**config.mk**
```make
export PLATFORM = sky130hd
export DESIGN_NAME = shift_add_mult_ctrl
export DESIGN_NICKNAME = d
export VERILOG_FILES = /design/src/rtl/shift_add_mult_ctrl.sv
export SDC_FILE = /design/constraint.sdc
export NUM_CORES = 1
export LEC_CHECK = 0
export ABC_CLOCK_PERIOD_IN_PS = 1800
export CAP_MARGIN = 0
export CORE_MARGIN = 2
export CORE_UTILIZATION = 50
export CTS_BUF_LIST = sky130_fd_sc_hd__clkbuf_8
export DETAILED_ROUTE_END_ITERATION = 8
export PLACE_DENSITY = 0.84
export SLEW_MARGIN = 20
export SYNTH_ARGS = -nofsm -noshare
export SYNTH_HDL_FRONTEND = slang
export SYNTH_SLANG_ARGS = --single-unit
```
**constraint.sdc**
```tcl
create_clock -name clock -period 1.8 [get_ports clock]
set_input_delay 0.36 -clock clock [delete_from_list [all_inputs] [get_ports clock]]
set_output_delay 0.36 -clock clock [all_outputs]
set_load 0.1 [all_outputs]
```
**src/rtl/shift_add_mult_ctrl.sv**
```systemverilog
// Sequential shift-and-add unsigned multiplier with start/busy/done handshake.
// The result register holds the last product while the next multiply runs.
module shift_add_mult_ctrl #(
  parameter  int MCAND_W = 7,
  parameter  int MPLR_W  = 4,
  localparam int PROD_W  = MCAND_W + MPLR_W
) (
  input  logic               clock,
  input  logic               clear,
  input  logic               start,
  input  logic [MCAND_W-1:0] mcand,
  input  logic [MPLR_W-1:0]  mplr,
  output logic               busy,
  output logic               done,
  output logic [PROD_W-1:0]  product
);

  localparam int CNT_W = (MPLR_W > 1) ? $clog2(MPLR_W) : 1;

  typedef enum logic [1:0] {IDLE, LOAD, RUN, DONE} state_t;

  state_t               state_q, state_d;
  logic                 c_q, c_d;
  logic [MCAND_W-1:0]   a_q, a_d;
  logic [MPLR_W-1:0]    q_q, q_d;
  logic [MCAND_W-1:0]   m_q, m_d;
  logic [CNT_W-1:0]     cnt_q, cnt_d;
  logic [PROD_W-1:0]    prod_q, prod_d;

  logic [MCAND_W:0]     sum;
  logic [PROD_W+1:0]    shifted;

  // C is always 0 at the start of a step (the shift clears it), so {C,A}
  // is the same as {0,A}; reading it keeps the classic {C,A}+M datapath.
  assign sum     = {c_q, a_q} + (q_q[0] ? {1'b0, m_q} : '0);
  assign shifted = {1'b0, sum, q_q} >> 1;

  always_ff @(posedge clock or posedge clear) begin
    if (clear) begin
      state_q <= IDLE;
      c_q     <= 1'b0;
      a_q     <= '0;
      q_q     <= '0;
      m_q     <= '0;
      cnt_q   <= '0;
      prod_q  <= '0;
    end else begin
      state_q <= state_d;
      c_q     <= c_d;
      a_q     <= a_d;
      q_q     <= q_d;
      m_q     <= m_d;
      cnt_q   <= cnt_d;
      prod_q  <= prod_d;
    end
  end

  always_comb begin
    state_d = state_q;
    c_d     = c_q;
    a_d     = a_q;
    q_d     = q_q;
    m_d     = m_q;
    cnt_d   = cnt_q;
    prod_d  = prod_q;
    case (state_q)
      IDLE: begin
        if (start) begin
          m_d     = mcand;
          q_d     = mplr;
          state_d = LOAD;
        end
      end
      LOAD: begin
        c_d     = 1'b0;
        a_d     = '0;
        cnt_d   = '0;
        state_d = RUN;
      end
      RUN: begin
        c_d   = shifted[PROD_W];
        a_d   = shifted[PROD_W-1:MPLR_W];
        q_d   = shifted[MPLR_W-1:0];
        cnt_d = cnt_q + CNT_W'(1);
        if (cnt_q == CNT_W'(MPLR_W - 1)) begin
          prod_d  = shifted[PROD_W-1:0];
          state_d = DONE;
        end
      end
      DONE: begin
        if (start) begin
          m_d     = mcand;
          q_d     = mplr;
          state_d = LOAD;
        end else begin
          state_d = IDLE;
        end
      end
      default: state_d = IDLE;
    endcase
  end

  assign busy    = (state_q == LOAD) || (state_q == RUN);
  assign done    = (state_q == DONE);
  assign product = prod_q;

endmodule

```
== Yosys cells after proc, flatten, opt, wreduce, memory -nomap -nowiden ==
Cells that the tools add are included.
Word-level totals
  flip-flop bits (word level): 33
  word-level logic and storage cells: 33
  output and inout bits: 13
  bits of input ports: 14
Cells by class
  reductions and logical operators: 9
  add/sub/neg operators: 2
  equality and inequality tests: 7
  muxes and demuxes: 9
Operators by type and width (number)
  $pmux W7 S2: 1
  $add A7 B7 Y8: 1
  $pmux W2 S4: 1
  $pmux W4 S2: 1
  $reduce_and A2 Y1: 4
  $mux W7: 1
  $eq A2 B2 Y1 const B: 3
  $mux W2: 2
  $mux W4: 1
  $ne A2 B2 Y1 const B: 2
  $pmux W2 S2: 1
  $reduce_bool A2 Y1: 2
  $add A2 B1 Y2 const B: 1
  $eq A2 B1 Y1 const B: 1
  $logic_not A2 Y1: 1
  $ne A2 B1 Y1 const B: 1
  $reduce_or A2 Y1: 1
  $logic_or A1 B1 Y1: 1
  $mux W1: 1

== Longest topological paths before layout ==
  depth in word-level cells: 4
  mapped depth: 7
  mapped depth without buffers: 7

== Worst setup path after synthesis ==
OpenSTA, ideal clock, no wires.
  path type: reg-to-reg
  start: register state_q[1]
  end: register m_q[6]
  clock period less this slack: 2.116 ns
  required time: 1.672 ns
  arrival time: 1.989 ns
  cell stages (with the launch flop): 6
  path slack: -0.316 ns
  setup time: 0.128 ns
  buffers on the path: 1
  path through: dfrtp_1 inv_1 ha_1 nor2b_1 clkbuf_1 mux2_1
Between the ends
  word-level cells in the longest chain between the ends: 3
  elaborated cells on any way between the ends: 4
  those cells by class: eq/ne (1); reduce/logical (3)
Ends and longest elaborated chain
  start, declared: RTL line 22  | state_t state_q, state_d;
  start signal, assigned: RTL line 48  | state_q <= state_d;
  $eq A2 B2 Y1 / $logic_not A2 Y1 (equally long branches): RTL line 66  | case (state_q)
  $reduce_or A2 Y1 (no source line) (*)
  $reduce_and A2 Y1 (no source line) (*)
  end signal, assigned: RTL line 52  | m_q <= m_d;
  end, declared: RTL line 26  | logic [MCAND_W-1:0] m_q, m_d;
Mark *: on every way between the ends. The rest lies on a longest branch, timed or not.
A chain may end at the register's enable or synchronous reset.

== Worst setup path after layout ==
  start: register q_q[0]
  end: register a_q[4]
Between the ends
  word-level cells in the longest chain between the ends: 3
Ends and longest elaborated chain
  start, declared: RTL line 25  | logic [MPLR_W-1:0] q_q, q_d;
  start signal, assigned: RTL line 51  | q_q <= q_d;
  $mux W7: RTL line 35  | assign sum = {c_q, a_q} + (q_q[0] ? {1'b0, m_q} : '0);
  $add A7 B7 Y8: RTL line 35
  $pmux W7 S2: RTL line 66
  end signal, assigned: RTL line 42  | a_q <= '0;
  end signal, assigned: RTL line 50  | a_q <= a_d;
  end, declared: RTL line 24  | logic [MCAND_W-1:0] a_q, a_d;
Every way passes these cells.

==> impl_metrics.json <==
{
  "outcome": "complete, but fails checks",
  "violations": "setup timing",
  "grt_overflow": 0,
  "ioPinCount": 27,
  "relSlewSlack_pct": 71.91,
  "synth_seq_area_share_pct": 48.39,
  "yosys_warnings": 0,
  "first_iter_violations": 41,
  "final_common_cell": "dfrtp_1",
  "fin_crit_ns": 2.000,
  "drt-total-wl_um": 4037,
  "die_width_um": 62.43,
  "rsz0062_at_grt": "yes",
  "cts_buffers": 5,
  "fin_area_um2": 2470,
  "start_kind": "flop",
  "path_max_fanout": 5,
  "drive_gt1_share_pct": 35.75,
  "clk_latency_ns": 0.30,
  "num_rows": 21,
  "cp_num_buf_inv": 1,
  "dp_slack_ns": -0.1803,
  "rrSetupSlack_ns": -0.20,
  "slowest_delay_ns": 0.42,
  "grt.total_usage_pct": 21.70,
  "grt_pass1_wl_um": 6486,
  "synthFlopType": "dfrtp_1",
  "die_y_um": 62.43,
  "cp.required_ns": 1.96,
  "critical_path.top_delay_family": "compound AO/OA/AOI/OAI gates",
  "port_buffers": 26,
  "final_cell_mix": "dfrtp_1, buf_4, mux2_2, clkdlybuf4s50_1, buf_12",
  "first_pass_iters": 4,
  "cts_tree": "built",
  "htreeDepth": 2,
  "placeableCoreArea_um2": 3311,
  "critPathSlowestCell": "dfrtp_1",
  "hold_viol_final": 0,
  "hp-class": "in2async",
  "clock.fmax_ghz": 0.5001,
  "grt_pass1_vias": 1428,
  "placed_area_um2": 2256,
  "crit_chain": "buf_4, and2_4, ha_4, a21o_1, a31o_1, nor3_2, o32ai_2",
  "synth-simple-area-share_pct": 8.358,
  "critPathKind": "reg2reg",
  "synth_compound_area_share_pct": 14.66,
  "finalNetCount": 219,
  "cts.clk_slew.worst_paths_ns": 0.07,
  "setup_violations": 8,
  "ctsRootBufferMaster": "clkbuf_8",
  "muxShareOfSynthArea_pct": 12.83,
  "fin_worst_skew_ns": 0.01036,
  "vias": 1315,
  "wl_per_cell_um": 16.89,
  "gp_congestion": 0.8600,
  "synth_top_family_by_area": "compound AO/OA/AOI/OAI gates",
  "start_util_pct": 51.55,
  "diodes": 0,
  "finalMaxSlewViolations": 0,
  "cp.arrival_ns": 2.16,
  "syn-mean-instance-area_um2": 11.69,
  "drv_cap": 0,
  "antenna_left": 0,
  "grt_max_degree": 34,
  "area_growth_pct": 44.72,
  "synth_area_leader_cell": "dfrtp_1",
  "die-area_um2": 3897,
  "synthArstFlopShare_pct": 100.0,
  "clockBufferDepth": 2,
  "period_share_pct": 111.1,
  "synthTopCellsByArea": "dfrtp_1, mux2_2, ha_1",
  "synthCells": 146,
  "tightest_slew_ns": 0.4107,
  "synthAdderAreaFrac_pct": 9.971,
  "synthesis.area_um2": 1707,
  "fin_tns_setup_ns": -1.185,
  "fin_ws_ns": -0.1997,
  "drc_errors": 0,
  "numClockSinks": 33,
  "yosys.area_share.xor_xnor_pct": 2.053,
  "syn_nets": 173,
  "antenna_found_initial": 0,
  "synth.top_cell.area_share_pct": 48.39,
  "ys_ff_latch": 33,
  "via_per_inst": 5.502,
  "dp_hpwl_um": 2726,
  "synth_cell_type_count": 36,
  "synth_edf_count": 0,
  "crit_path_end_kind": "flop"
}
synth_stat cells, types with 2 or more instances:
cell type	instances
a211oi_1	4
a21o_1	3
a21oi_1	9
a31o_1	2
and2_1	7
buf_2	3
clkbuf_1	3
dfrtp_1	33
ha_1	12
inv_1	10
mux2_2	14
mux2i_1	5
nand2_1	5
nand3_1	2
nor2b_1	7
o21ai_0	3
o22ai_1	3
xnor2_1	3
logic make-up after synthesis:
group / count (synthesis)
compound gates: 35
xor+xnor: 4
fa+ha+maj: 13
buf+inv: 16
flops: 33
mux: 20
simple gates: 25
through the flow:
| stage | cells | hold WS [ns] | util [%] |
|---|---|---|---|
| final | 239 | 0.4477 | 74.60 |
| after CTS | 233 | 0.4616 | 72.64 |
| after detailed placement | 225 | 0.4753 | 68.14 |
| after global routing | 239 | 0.5181 | 74.60 |
| after floorplan | 146 | 0.4489 | - |
| after global placement | 225 | 0.4636 | 68.14 |
what timing repair did:
item,CTS,global route
hold endpoints to repair,0,0
resized for setup,8,2
setup endpoints to repair,10,11
buffers inserted,0,6
hold buffers,0,0
pin swaps,13,6
flip-flops by register name (all words and copies together) (netlist names):
name	cells
a_q	7
m_q	7
product	11
q_q	4
state_q	2
cnt_q	2
final timing paths:
check,depth (start not counted),startpoint,endpoint
setup / recovery,7,q_q[0]$_DFFE_PP0P_,a_q[4]$_DFFE_PP0P_
setup reg to reg,7,q_q[0]$_DFFE_PP0P_,a_q[4]$_DFFE_PP0P_
max in group asynchronous,3,clear,m_q[5]$_DFFE_PP0P_
hold reg to reg,1,m_q[6]$_DFFE_PP0P_,m_q[6]$_DFFE_PP0P_
min in group clock,1,m_q[6]$_DFFE_PP0P_,m_q[6]$_DFFE_PP0P_
hold / removal,3,clear,a_q[0]$_DFFE_PP0P_
area by class of cell:
class	count	area [µm²]
inverter	10	37.54
clock buffer	6	82.58
fill	216	840.8
tap	46	57.56
timing repair buffer	45	533.0
multi-input combinational	97	899.6
clock inverter	2	33.78
sequential	33	825.8
metal layers:
metal / GRT usage, % / wire length [µm]
met3: 4.685 / 151
met4: 12.78 / 143
met5: 0 / 0
met2: 37.37 / 2096
met1: 24.79 / 1645
worst min-delay path: cells and delay by family:
family / cells / cell delay, ns
buffers and inverters: 3 / 0.80
Power is left out: the tool's default activity adds up to more than one toggle a clock period on the data nets, which glitch-free logic cannot reach.
==> RTL edit (config.mk and constraints unchanged) <==
Change the parameter `MPLR_W` from 4 to 16.
--- a/src/rtl/shift_add_mult_ctrl.sv
+++ b/src/rtl/shift_add_mult_ctrl.sv
@@ -4,3 +4,3 @@
   parameter  int MCAND_W = 7,
-  parameter  int MPLR_W  = 4,
+  parameter  int MPLR_W  = 16,
   localparam int PROD_W  = MCAND_W + MPLR_W
Ports: changed (resized mplr and product); port bits go from 27 to 51. The function was not compared with the original's and may differ.
==> RTL edit against the unedited design <==
- design area is 70% higher
- critical path depth is 1 higher
- setup slack better by 0.13 ns
- the run still ends with negative setup slack left
- sequential cell count rose by 26
- synthesized area up 68%
- via count rose by 68%
- routed wire length rose by 70%
==> RTL edit: results <==
metrics = {
    "run_status": {
        "run_status": "finished, violations left",
        "violations": "negative setup slack",
    },
    "global_route": {
        "grt_pass1_vias": 2352,
        "track_usage_pct": 22.9,
        "grt_pass1_wl_um": 10900,
        "use_met2_pct": 37.7,
        "grt_max_degree": 60,
        "use_met1_pct": 25.9,
        "groute.layer.met3.usage_pct": 6.79,
    },
    "route": {
        "vias_per_cell": 5.53,
        "wl_met2_um": 3480,
        "wl_met1_um": 2680,
        "routed_wl_um": 6870,
        "met3_length_um": 508,
        "drt_iter0_markers": 149,
    },
    "logic_synthesis": {
        "ys_types": 42,
        "synth_nets": 292,
        "synth_common_cells": "dfrtp_1 (59), nand2_1 (30), o21ai_0 (27)",
        "synth_area_leaders": "dfrtp_1 (51%), mux2_2 (9.0%), mux2i_1 (5.9%)",
        "syn_avg_cell_area_um2": 11.4,
        "ys_async_sr_fraction_pct": 100,
        "ys_seq_area_share_pct": 51.4,
    },
    "timing": {
        "fin_skew_ns": 0.00583,
        "holdWs_ns": 0.447,
        "final.setup.tns_ns": -0.150,
        "setup_ws_ns": -0.0730,
        "setup_viol": 4,
        "worst_slew_pin_slew_ns": 0.444,
    },
    "cts": {
        "worstSkewPairLatency_ns": 0.34,
        "max-clock-path-buffers": 2,
        "cts_made_buffers": 9,
        "cts-root-buf": "clkbuf_8",
        "cts-htree-levels": 3,
    },
    "place": {
        "placed_area_um2": 3780,
        "place_hpwl_um": 4220,
        "portBuffers": 50,
        "gp_congestion": 0.798,
        "place_inst": 376,
        "dp_slack_ns": -0.108,
    },
    "min_path": {
        "holdCritPathClass": "primary input to async pin",
    },
    "critical_path": {
        "timing.rr.start": "q_q[0]",
        "slowest_stage": "dfrtp_2",
        "reg2reg_depth": 8,
        "worst_r2r_endpoint": "product[21]",
        "cp_top_family": "compound AO/OA/AOI/OAI gates",
        "cpPeakStageDelay_ns": 0.44,
    },
    "layout": {
        "largest_register_ffs": 23,
        "fillerInstances": 345,
        "drive_gt1_share_pct": 35.1,
        "finalNonFillerCells": 400,
        "diodes": 0,
        "nets": 362,
    },
    "power": {
        "power_leakage_nw": 1.88,
    },
}
RTL edit: repair_timing:
| item | in CTS | in global routing |
|---|---|---|
| cloned | 0 | 1 |
| endpoints found under the setup margin | 10 | 29 |
| gates resized for setup | 21 | 9 |
| pin swaps | 11 | 12 |
| setup buffers | 3 | 4 |
RTL edit: how the worst max path moves through the flow:
stage / from / to / depth (start not counted)
2_1_floorplan: q_q[0] / a_q[5] / 8
3_3_place_gp: q_q[0] / a_q[6] / 6
3_5_place_dp: start / q_q[1] / 4
4_1_cts: q_q[0] / a_q[5] / 8
5_1_grt: q_q[0] / product[21] / 8
6_report: q_q[0] / product[21] / 8
RTL edit: kinds of logic after synthesis:
| logic type | synth area share, % |
|---|---|
| buffers and inverters | 5.79 |
| XOR/XNOR | 0.610 |
| AO/OA/AOI/OAI | 11.8 |
| multiplexers | 14.9 |
| adder cells (fa/ha/maj) | 5.92 |
| flip-flops | 51.4 |
| AND/OR/NAND/NOR | 9.53 |
RTL edit: worst reg2reg max path: stages (launching register included):
cell	delay [ns]
dfrtp_2	0.44
and2_4	0.16
ha_4	0.16
inv_2	0.06
fa_2	0.20
nand2b_4	0.15
a21oi_4	0.06
o31a_1	0.31
o31ai_1	0.25
RTL edit: power by group:
part | total, mW | switching, mW | leakage [nW] | internal (mW)
logic | 3.29 | 1.79 | 0.999 | 1.50
registers | 1.95 | 0.265 | 0.779 | 1.68
clock network | 1.20 | 0.537 | 0.103 | 0.664
total | 6.44 | 2.59 | 1.88 | 3.85
RTL edit: cell type report:
cell class	count	area [um2]	area share, %
Clock buffer	10	138	3.29
Clock inverter	6	56.3	1.34
Inverter	18	71.3	1.70
Multi-Input combinational cell	164	1410	33.6
Sequential cell	59	1480	35.3
Tap cell	72	90.1	2.15
Timing Repair Buffer	71	946	22.6
